**src/rtl/stopwatch_pkg.sv**
```systemverilog
// Shared constants and elaboration helpers for the stopwatch timebase chain.
package stopwatch_pkg;

   localparam int SEC_MODULUS = 60;
   localparam int MIN_MODULUS = 120;
   localparam int MODE_WRAP   = 0;
   localparam int MODE_SAT    = 1;

   // Smallest r with 2**r >= value; sizes a counter that must hold 0..value-1.
   function automatic int clog2(input longint value);
      int     r = 0;
      longint v = 1;
      while (v < value) begin
         v = v << 1;
         r++;
      end
      return r;
   endfunction

   function automatic longint pow10(input int digits);
      longint p = 1;
      for (int i = 0; i < digits; i++) begin
         p = p * 10;
      end
      return p;
   endfunction

endpackage

```
**src/rtl/param_mod_counter_bin_to_bcd.sv**
```systemverilog
// Combinational double-dabble binary to packed BCD, least significant digit in bcd[3:0].
// Zero latency; no handshake, output follows input in the same cycle.
module bin_to_bcd #(
   parameter int WIDTH      = 8,
   parameter int BCD_DIGITS = 3
) (
   input  logic [WIDTH-1:0]        bin,
   output logic [4*BCD_DIGITS-1:0] bcd
);

   always_comb begin
      logic [4*BCD_DIGITS-1:0] acc;
      acc = '0;
      for (int i = WIDTH - 1; i >= 0; i--) begin
         for (int d = 0; d < BCD_DIGITS; d++) begin
            if (acc[4*d +: 4] >= 4'd5) begin
               acc[4*d +: 4] = acc[4*d +: 4] + 4'd3;
            end
         end
         acc = {acc[4*BCD_DIGITS-2:0], bin[i]};
      end
      bcd = acc;
   end

endmodule

```
**src/rtl/param_mod_counter.sv**
```systemverilog
// Cascadable modulo-N up/down counter with wrap/saturate, clear, load and sticky limit flag.
// Count registered, carry_out combinational for same-edge cascading; optional registered bcd under PARAM_MOD_COUNTER_BCD_EN.
module param_mod_counter
   import stopwatch_pkg::*;
#(
   parameter int WIDTH      = 8,
   parameter int MODULUS    = 120,
   parameter int SAT_MODE   = MODE_WRAP,
   parameter int BCD_DIGITS = 3
) (
   input  logic             clk,
   input  logic             rst,
   input  logic             en,
   input  logic             up_dn,
   input  logic             clear,
   input  logic             load,
   input  logic [WIDTH-1:0] load_value,
   output logic [WIDTH-1:0] count,
   output logic             carry_out,
   output logic             limit_hit
`ifdef PARAM_MOD_COUNTER_BCD_EN
   ,
   output logic [4*BCD_DIGITS-1:0] bcd
`endif
);

   if (MODULUS < 2 || clog2(longint'(MODULUS)) > WIDTH) begin : g_bad_modulus
      $error("param_mod_counter: MODULUS %0d must lie in 2..2**WIDTH (WIDTH=%0d)", MODULUS, WIDTH);
   end
   if (pow10(BCD_DIGITS) < longint'(MODULUS)) begin : g_bad_bcd_digits
      $error("param_mod_counter: BCD_DIGITS %0d too few for MODULUS %0d", BCD_DIGITS, MODULUS);
   end

   localparam bit               SAT     = (SAT_MODE != MODE_WRAP);
   localparam logic [WIDTH:0]   MOD_EXT = (WIDTH+1)'(MODULUS);
   localparam logic [WIDTH:0]   ONE_EXT = (WIDTH+1)'(1);
   localparam logic [WIDTH-1:0] MAX_CNT = WIDTH'(MODULUS - 1);

   logic [WIDTH-1:0] count_q, count_d;
   logic             limit_hit_q, limit_hit_d;
   logic             terminal, term, load_in_range;

   assign terminal      = up_dn ? (count_q == MAX_CNT) : (count_q == '0);
   assign term          = en & ~clear & ~load & terminal;
   assign load_in_range = ({1'b0, load_value} < MOD_EXT);

   always_comb begin
      count_d     = count_q;
      limit_hit_d = limit_hit_q;
      if (clear) begin
         count_d     = '0;
         limit_hit_d = 1'b0;
      end else if (load) begin
         count_d = load_in_range ? load_value : MAX_CNT;
      end else if (term) begin
         // Saturating stages hold at the end of range and only raise the flag.
         if (SAT) begin
            limit_hit_d = 1'b1;
         end else begin
            count_d = up_dn ? '0 : MAX_CNT;
         end
      end else if (en) begin
         count_d = up_dn ? WIDTH'({1'b0, count_q} + ONE_EXT)
                         : WIDTH'({1'b0, count_q} - ONE_EXT);
      end
   end

   always_ff @(posedge clk) begin
      if (rst) begin
         count_q     <= '0;
         limit_hit_q <= 1'b0;
      end else begin
         count_q     <= count_d;
         limit_hit_q <= limit_hit_d;
      end
   end

   assign count     = count_q;
   assign limit_hit = limit_hit_q;
   assign carry_out = term & ~SAT;

`ifdef PARAM_MOD_COUNTER_BCD_EN
   logic [4*BCD_DIGITS-1:0] bcd_conv, bcd_d, bcd_q;

   bin_to_bcd #(
      .WIDTH      (WIDTH),
      .BCD_DIGITS (BCD_DIGITS)
   ) u_bin_to_bcd (
      .bin (count_q),
      .bcd (bcd_conv)
   );

   always_comb begin
      bcd_d = clear ? '0 : bcd_conv;
   end

   always_ff @(posedge clk) begin
      if (rst) begin
         bcd_q <= '0;
      end else begin
         bcd_q <= bcd_d;
      end
   end

   assign bcd = bcd_q;
`endif

endmodule

```
**config.mk**
```make
export PLATFORM = sky130hd
export DESIGN_NAME = param_mod_counter
export DESIGN_NICKNAME = d
export VERILOG_FILES = /design/src/rtl/stopwatch_pkg.sv /design/src/rtl/param_mod_counter_bin_to_bcd.sv /design/src/rtl/param_mod_counter.sv
export SDC_FILE = /design/constraint.sdc
export NUM_CORES = 1
export LEC_CHECK = 0
export ABC_AREA = 0
export BUFFER_PORTS_ARGS = -buffer_cell sky130_fd_sc_hd__buf_2
export CAP_MARGIN = 0
export CORE_MARGIN = 2
export CORE_UTILIZATION = 49
export CTS_CLUSTER_DIAMETER = 120
export DETAILED_ROUTE_END_ITERATION = 16
export PLACE_DENSITY = 0.81
export SLEW_MARGIN = 10
export SYNTH_ARGS = -nofsm -noshare
export SYNTH_HDL_FRONTEND = slang
export SYNTH_HIERARCHICAL = 1
export SYNTH_SLANG_ARGS = --single-unit
```
**constraint.sdc**
```tcl
create_clock -name clk -period 2.09 [get_ports clk]
set_input_delay 0.209 -clock clk [delete_from_list [all_inputs] [get_ports clk]]
set_output_delay 0.209 -clock clk [all_outputs]
set_load 0.05 [all_outputs]
```
======== Word-level counts from Yosys, hierarchy flattened ========
Index checks and enable logic that the tools add are counted.
cells by class
  $add $sub $neg .......................... 2
  $lt $le $gt $ge ......................... 1
  equal/unequal tests ..................... 1
  mux-type cells .......................... 7
  bitwise logic cells ..................... 5
  reduce and logical (&&, ||, !) cells .... 3
operators with widths
  cell                   count
  $mux W8                5
  $add A8 B1 Y8 const B  1
  $eq A8 B7 Y1 const B   1
  $logic_not A8 Y1       1
  $lt A8 B7 Y1 const B   1
  $sub A8 B1 Y8 const B  1
  $mux W7                1
  $and A1 B1 Y1          3
  $reduce_bool A3 Y1     1
  $not A1 Y1             2
  $reduce_or A2 Y1       1
  $mux W1                1
word-level totals
  register bits after elaboration ......... 8
  input port bits ......................... 14
  output and inout bits ................... 10
  logic and storage cells ................. 20

======== Longest topological paths before layout ========
Gate-level depths: netlist of the first run.
  depth in word-level cells ............... 6
  depth in mapped cells ................... 7
  depth with buffers taken out ............ 7

======== Worst setup path after synthesis of the first run ========
OpenSTA, ideal clock, no wires.
  kind .................................... flip-flop to flip-flop
  start point ............................. reg count_q[4], in the netlist count[4]
  end point ............................... reg count_q[7], in the netlist count[7]
  library setup time ...................... 0.072 ns
  data arrival time ....................... 2.160 ns
  data required time ...................... 2.018 ns
  setup slack ............................. -0.142 ns
  stages on the path, launching flop included .. 7
  path buffers ............................ 0
  period minus slack after synthesis ...... 2.232 ns
  cell sequence ........................... dfxtp_1 ha_1 and2_4 a311o_1 or3_1 nand3b_1 mux2i_1
on the way
  cells in the longest elaborated chain, start to end .. 5
  elaborated cells on any way between the ends .. 11
  classes of those cells .................. 2 x add/sub; 1 x eq/ne; 5 x mux; 1 x bitwise; 2 x reduce/logical
RTL lines
  what                                         RTL line                                          text
  start, declared                              param_mod_counter.sv:39                           logic [WIDTH-1:0] count_q, count_d;
  start signal, assigned                       param_mod_counter.sv:73                           count_q <= count_d;
  $sub A8 B1 Y8, or another cell as far along  param_mod_counter.sv:64                           : WIDTH'({1'b0, count_q} - ONE_EXT);
  $mux W8 or $mux W1 (tied branches)           param_mod_counter.sv:63, param_mod_counter.sv:43
  $mux W8 or $and A1 B1 Y1 (tied branches)     param_mod_counter.sv:62, param_mod_counter.sv:44
  $mux W8                                      param_mod_counter.sv:55                           end else if (term) begin
  $mux W8                                      param_mod_counter.sv:53                           end else if (load) begin
Parallel ways exist; a longest one is shown, timed or not. The select of a mux whose other input is x is not followed.
A chain may end at the register's enable or synchronous reset.

======== Final worst setup path of the first run ========
Ends and elaborated chain as after synthesis.

==> results of run 1 <==
==> final timing paths <==
path / start / end / slack, ns / depth (start not counted)
setup / recovery: count[4]$_SDFFE_PP0P_ / count[7]$_SDFFE_PP0P_ / 0.13 / 6
hold reg to reg: count[7]$_SDFFE_PP0P_ / count[7]$_SDFFE_PP0P_ / 0.52 / 2
hold / removal: rst / count[3]$_SDFFE_PP0P_ / 0.13 / 2
setup reg to reg: count[4]$_SDFFE_PP0P_ / count[7]$_SDFFE_PP0P_ / 0.13 / 6
==> cell usage in the layout, fill, tap and decap left out, types with 2 or more instances in the layout <==
cell / count
a21o_1: 2
a21o_2: 2
a21oi_1: 7
a31oi_1: 5
buf_2: 22
buf_4: 4
clkbuf_4: 3
dfxtp_1: 6
dfxtp_2: 2
ha_1: 6
inv_1: 6
mux2i_1: 2
nand2_1: 5
nand2b_1: 3
nand3_1: 2
nor2_1: 3
nor3_1: 4
o21ai_0: 4
o221ai_1: 4
o22ai_1: 2
or3_1: 2
xnor2_1: 3
==> worst max-delay path, stage by stage (launching register included) <==
cell and delay, ns:
dfxtp_2 0.34, ha_1 0.34, and2_4 0.18, a311o_1 0.36, or3_1 0.38, nand3b_1 0.11
mux2i_1 0.18
==> metal layers <==
layer	up-vias	share of wire [%]
met5	-	0
met2	42	48
met3	4	7.5
met4	0	0.92
met1	407	43
li1	409	-
==> cells by family after synthesis <==
group,share of synthesized area [%]
compound gates,31.5
xor+xnor,4.75
fa+ha+maj,12.9
buf+inv,4.07
flops,21.7
mux,2.71
other cells,0.508
simple gates,21.9
==> metrics by stage <==
stage	TNS, ns	hold slack (ns)	setup WS [ns]	cell area, µm²	utilization, %
after floorplan	0	0.286	0.0136	741	-
after global placement	0	0.387	0.0625	893	61.4
after detailed placement	-0.00659	0.395	-0.00659	893	61.4
after CTS	0	0.129	0.153	916	63.0
after global routing	0	0.118	0.0644	916	63.0
final	0	0.126	0.132	916	63.0
==> cell type report <==
cell class | count | area, µm² | share of cell area, %
clock buffer | 3 | 22.5 | 2.46
inverter | 6 | 22.5 | 2.46
multi-input combinational | 75 | 548 | 59.8
sequential | 8 | 163 | 17.8
tap | 16 | 20.0 | 2.19
timing repair buffer | 26 | 140 | 15.3
==> report_power, final <==
| part | internal, µW | total (µW) | switching, µW |
|---|---|---|---|
| Sequential | 163 | 177 | 13.9 |
| Combinational | 77.4 | 199 | 122 |
| Clock | 66.0 | 123 | 56.7 |
| Total | 307 | 499 | 192 |
==> results.txt, run 1 <==
RSZ-0062 raised after global routing: no
count leader, synth: dfxtp_1
Fmax achieved: 511 MHz
GRT Max-Usage Layer: met2
worst-skew pair later-pin latency: 0.26 ns
number of diodes: 0
sequential share of the synthesized area: 21.7%
Post-synth top flop: dfxtp_1
via count: 862
CTS Hold Buffers Added: 0
number of placed cells counting well taps: 131
row cnt: 14
Critical Path RT: 2.28 ns
Startpoint Class: flop
grt met3 use: 6.81%
Ports: 24
ys async rst share: 0%
# nets final: 141
Hold Crit Class: in -> reg
Worst Tran Pin Value: 0.536 ns
LEAKAGE: 0.000453 µW
met2 Track Usage GR: 39.7%
die area: 0.00183 mm²
Fillers: 130
DRC Markers: 0
Worst-path clk slew: 0.06 ns
total CTS buffers: 3
total power draw: 499 µW
fin crit period: 1.96 ns
Max-slew headroom: 64.2%
peak supply drop: 0.321 mV
Post-synth top cells: 8 x dfxtp_1, 7 x a21oi_1, 6 x ha_1, 6 x inv_1
initial DRC count: 21
antenna viol nets, final: 0
Setup Fix Bufs, Post-CTS: 0
mapped cell area: 738 µm²
GR Util met1: 29.4%
Fin. Hold Viols: 0
Syn Inst Count: 90
Yosys top cell by area: dfxtp_1
Final Max Slew Viols: 0
Final Skew: 0.00471 ns
CTS tree: done
vias in the first global route: 779
Post-Syn Area per Cell: 8.20 µm²
largest net degree at the start of global routing: 9
gr usage total: 23.7%
CTS Buffer Depth: 2
Post-DP HPWL: 1.60 mm
first-pass GRT wire length: 3.32 mm
CTS sink cnt: 8
H-tree Lvls: 1
Synth Register Bits: 8
crit path capture type: flop
Worst Path Arrival: 2.15 ns
Yosys cell types: 38
max_cap viols: 0
WS Path Type: reg -> reg
port bufs: 22
antenna violations before repair: 0
number of vias per cell: 6.43
initial core utilization: 50.8%
area grow syn2layout: 24.1%
max reg flops: 8
ranking of synthesized cells by area: dfxtp_1 22%, ha_1 10%, a21oi_1 4.7%
Final Instance Count excl. Fillers: 134
DR pass1 iterations: 6
Mapped Nets: 111
Die X: 42.8 µm
outcome: completed
crit path max fanout: 5
Post-synth EDFFs: 0
Power Density: 545 mW/mm²
fin crit share: 93.7%
Synth warnings: 6
detailed-route wire length: 2.06 mm
post-CTS sizing: 0
root buf cell: clkbuf_4
gpl congestion: 0.839
# setup viols final: 0
post-DR wirelength/cell: 15.4 µm
total grt overflow: 0
Chip Height: 42.8 µm
layout cells sized above 1: 31.4%
top cell type's share of synthesized area: 21.7%
CORE AREA: 0.00145 mm²
Power figures use the tool's default switching activity.
==> inputs of run 2 (changes only) <==
--- a/config.mk
+++ b/config.mk
@@ -8,11 +8,12 @@
 export ABC_AREA = 0
 export BUFFER_PORTS_ARGS = -buffer_cell sky130_fd_sc_hd__buf_2
 export CAP_MARGIN = 0
-export CORE_MARGIN = 2
+export CORE_MARGIN = 4
 export CORE_UTILIZATION = 49
 export CTS_CLUSTER_DIAMETER = 120
 export DETAILED_ROUTE_END_ITERATION = 16
 export PLACE_DENSITY = 0.81
+export REMOVE_ABC_BUFFERS = 1
 export SLEW_MARGIN = 10
 export SYNTH_ARGS = -nofsm -noshare
 export SYNTH_HDL_FRONTEND = slang
==> results.txt, run 2 (synthesized netlist as in run 1, its figures left out) <==
H-tree Lvls: 1 (unchanged)
via count: 850 (-1.4%)
Final Skew: 0.00922 ns (+0.00452 ns)
fin crit share: 93.5% (-0.15 points)
depth of the most critical reg-to-reg path: 6 (unchanged)
CORE AREA: 0.00137 mm² (-6.0%)
Final Max Slew Viols: 0 (unchanged)
crit path capture type: flop
CP peak stage delay: 0.39 ns (about the same)
root buf cell: clkbuf_4
port bufs: 22 (unchanged)
Buf/Inv on CP: 0 (unchanged)
layout cells sized above 1: 30.3% (-1.1 points)
Worst-path clk slew: 0.06 ns (about the same)
outcome: completed
crit path max fanout: 5 (unchanged)
largest net degree at the start of global routing: 9 (unchanged)
Power Density: 545 mW/mm² (about the same)
LEAKAGE: 0.000458 µW (+1.0%)
Critical Path Stages: 6 (unchanged)
most common cell after layout, fill and taps aside: buf_2
Hold Crit Class: in -> reg
Worst Path Arrival: 2.16 ns (about the same)
number of diodes: 0 (unchanged)
max reg flops: 8 (unchanged)
# nets final: 142 (+0.71%)
CTS Hold Buffers Added: 0 (unchanged)
post-DR wirelength/cell: 15.7 µm (+2.0%)
Critical Path RT: 2.29 ns (about the same)
peak supply drop: 0.293 mV (-8.6%)
setup TNS: 0 ns (unchanged)
initial core utilization: 54.0% (+3.3 points)
worst-skew pair later-pin latency: 0.27 ns (about the same)
number of vias per cell: 6.34 (-1.4%)
CTS sink cnt: 8 (unchanged)
CTS tree: done
Post-DP HPWL: 1.73 mm (+8.5%)
Crit. Startpoint: count[4]$_SDFFE_PP0P_
die area: 0.00219 mm² (+20%)
Top delay family on crit path: simple AND/OR/NAND/NOR gates
fin crit period: 1.96 ns (-0.00314 ns)
R2R setup slack: 0.13 ns (about the same)
row cnt: 13 (-1)
antenna violations before repair: 0 (unchanged)
placed cell areas: 897 µm² (+0.42%)
RSZ-0062 raised after global routing: no
Fmax achieved: 511 MHz (+0.16%)
WS Path Type: reg -> reg
initial DRC count: 42 (+100%)
total CTS buffers: 3 (unchanged)
CTS Buffer Depth: 2 (unchanged)
DR pass1 iterations: 4 (-2)
cells along the critical path: ha_1 -> and2_4 -> a311o_1 -> or3_1 -> nand3b_1 -> mux2i_1
Chip Height: 46.8 µm (+9.3%)
DRC Markers: 0 (unchanged)
max_cap viols: 0 (unchanged)
Die X: 46.8 µm (+9.3%)
Max-slew headroom: 65.6% (+1.5 points)
gr usage total: 23.0% (-0.71 points)
Ports: 24 (unchanged)
Startpoint Class: flop
reg2reg start: count[4]$_SDFFE_PP0P_
area grow syn2layout: 24.6%
# setup viols final: 0 (unchanged)
Worst Tran Pin Value: 0.514 ns (-0.0217 ns)
crit path to: count[7]$_SDFFE_PP0P_
FF-to-FF End: count[7]$_SDFFE_PP0P_
vias in the first global route: 803 (+3.1%)
Fin. Hold Viols: 0 (unchanged)
fin area: 920 µm² (+0.41%)
post-CTS sizing: 0 (unchanged)
detailed-route wire length: 2.10 mm (+2.0%)
Hold WS: 0.120 ns (-0.00576 ns)
first-pass GRT wire length: 3.55 mm (+7.1%)
most frequent cells in the layout: 22 x buf_2, 8 x dfxtp_1, 7 x a21oi_1
Crit-path slowest cell: or3_1
Fillers: 124 (-4.6%)
Setup Fix Bufs, Post-CTS: 0 (unchanged)
antenna viol nets, final: 0 (unchanged)
gpl congestion: 0.847 (+0.94%)
post-layout util: 67.3% (+4.3 points)
total grt overflow: 0 (unchanged)
run 2: metrics by stage:
stage               total power (µW)  worst slack, ns  cells
floorplan                        317           -0.142     89
CTS                              502            0.133    134
global route                     528           0.0330    134
global placement                 373           0.0664    131
detailed placement               379          -0.0382    131
finish                           501            0.135    134
run 2: how the worst min path moves through the flow:
| stage | startpoint | endpoint | slack [ns] | cells past startpoint |
|---|---|---|---|---|
| 2_1_floorplan | rst | count[3]$_SDFFE_PP0P_ | 0.29 | 1 |
| 3_3_place_gp | rst | count[3]$_SDFFE_PP0P_ | 0.39 | 2 |
| 3_5_place_dp | rst | count[3]$_SDFFE_PP0P_ | 0.39 | 2 |
| 4_1_cts | rst | count[3]$_SDFFE_PP0P_ | 0.12 | 2 |
| 5_1_grt | rst | count[3]$_SDFFE_PP0P_ | 0.13 | 2 |
| 6_report | rst | count[3]$_SDFFE_PP0P_ | 0.12 | 2 |
run 2: metal layers:
layer	global-route usage (%)	up-vias	part of all wire, %
met5	0	-	0
met2	37.7	38	47
met1	27.3	388	41
met3	6.90	9	8.6
li1	-	415	-
met4	11.0	0	3.1
run 2: worst reg2reg max path: stages, from the launching register on:
cell      delay (ns)
dfxtp_1         0.33
ha_1            0.35
and2_4          0.19
a311o_1         0.36
or3_1           0.39
nand3b_1        0.11
mux2i_1         0.17
run 2: power by group:
group	switching [µW]	total [µW]	leakage, µW	internal (µW)
registers	13.3	176	0.0000658	163
logic	121	200	0.000378	78.8
clock network	58.8	125	0.0000138	66.1
total	193	501	0.000458	308
run 2: final cells by class:
class	count	area, µm²	share of cell area [%]
well taps	15	18.8	2.04
multi-input cells	75	548	59.6
inverters	6	22.5	2.45
flip-flops and latches	8	160	17.4
clock buffers	3	22.5	2.45
repair buffers	27	148	16.1
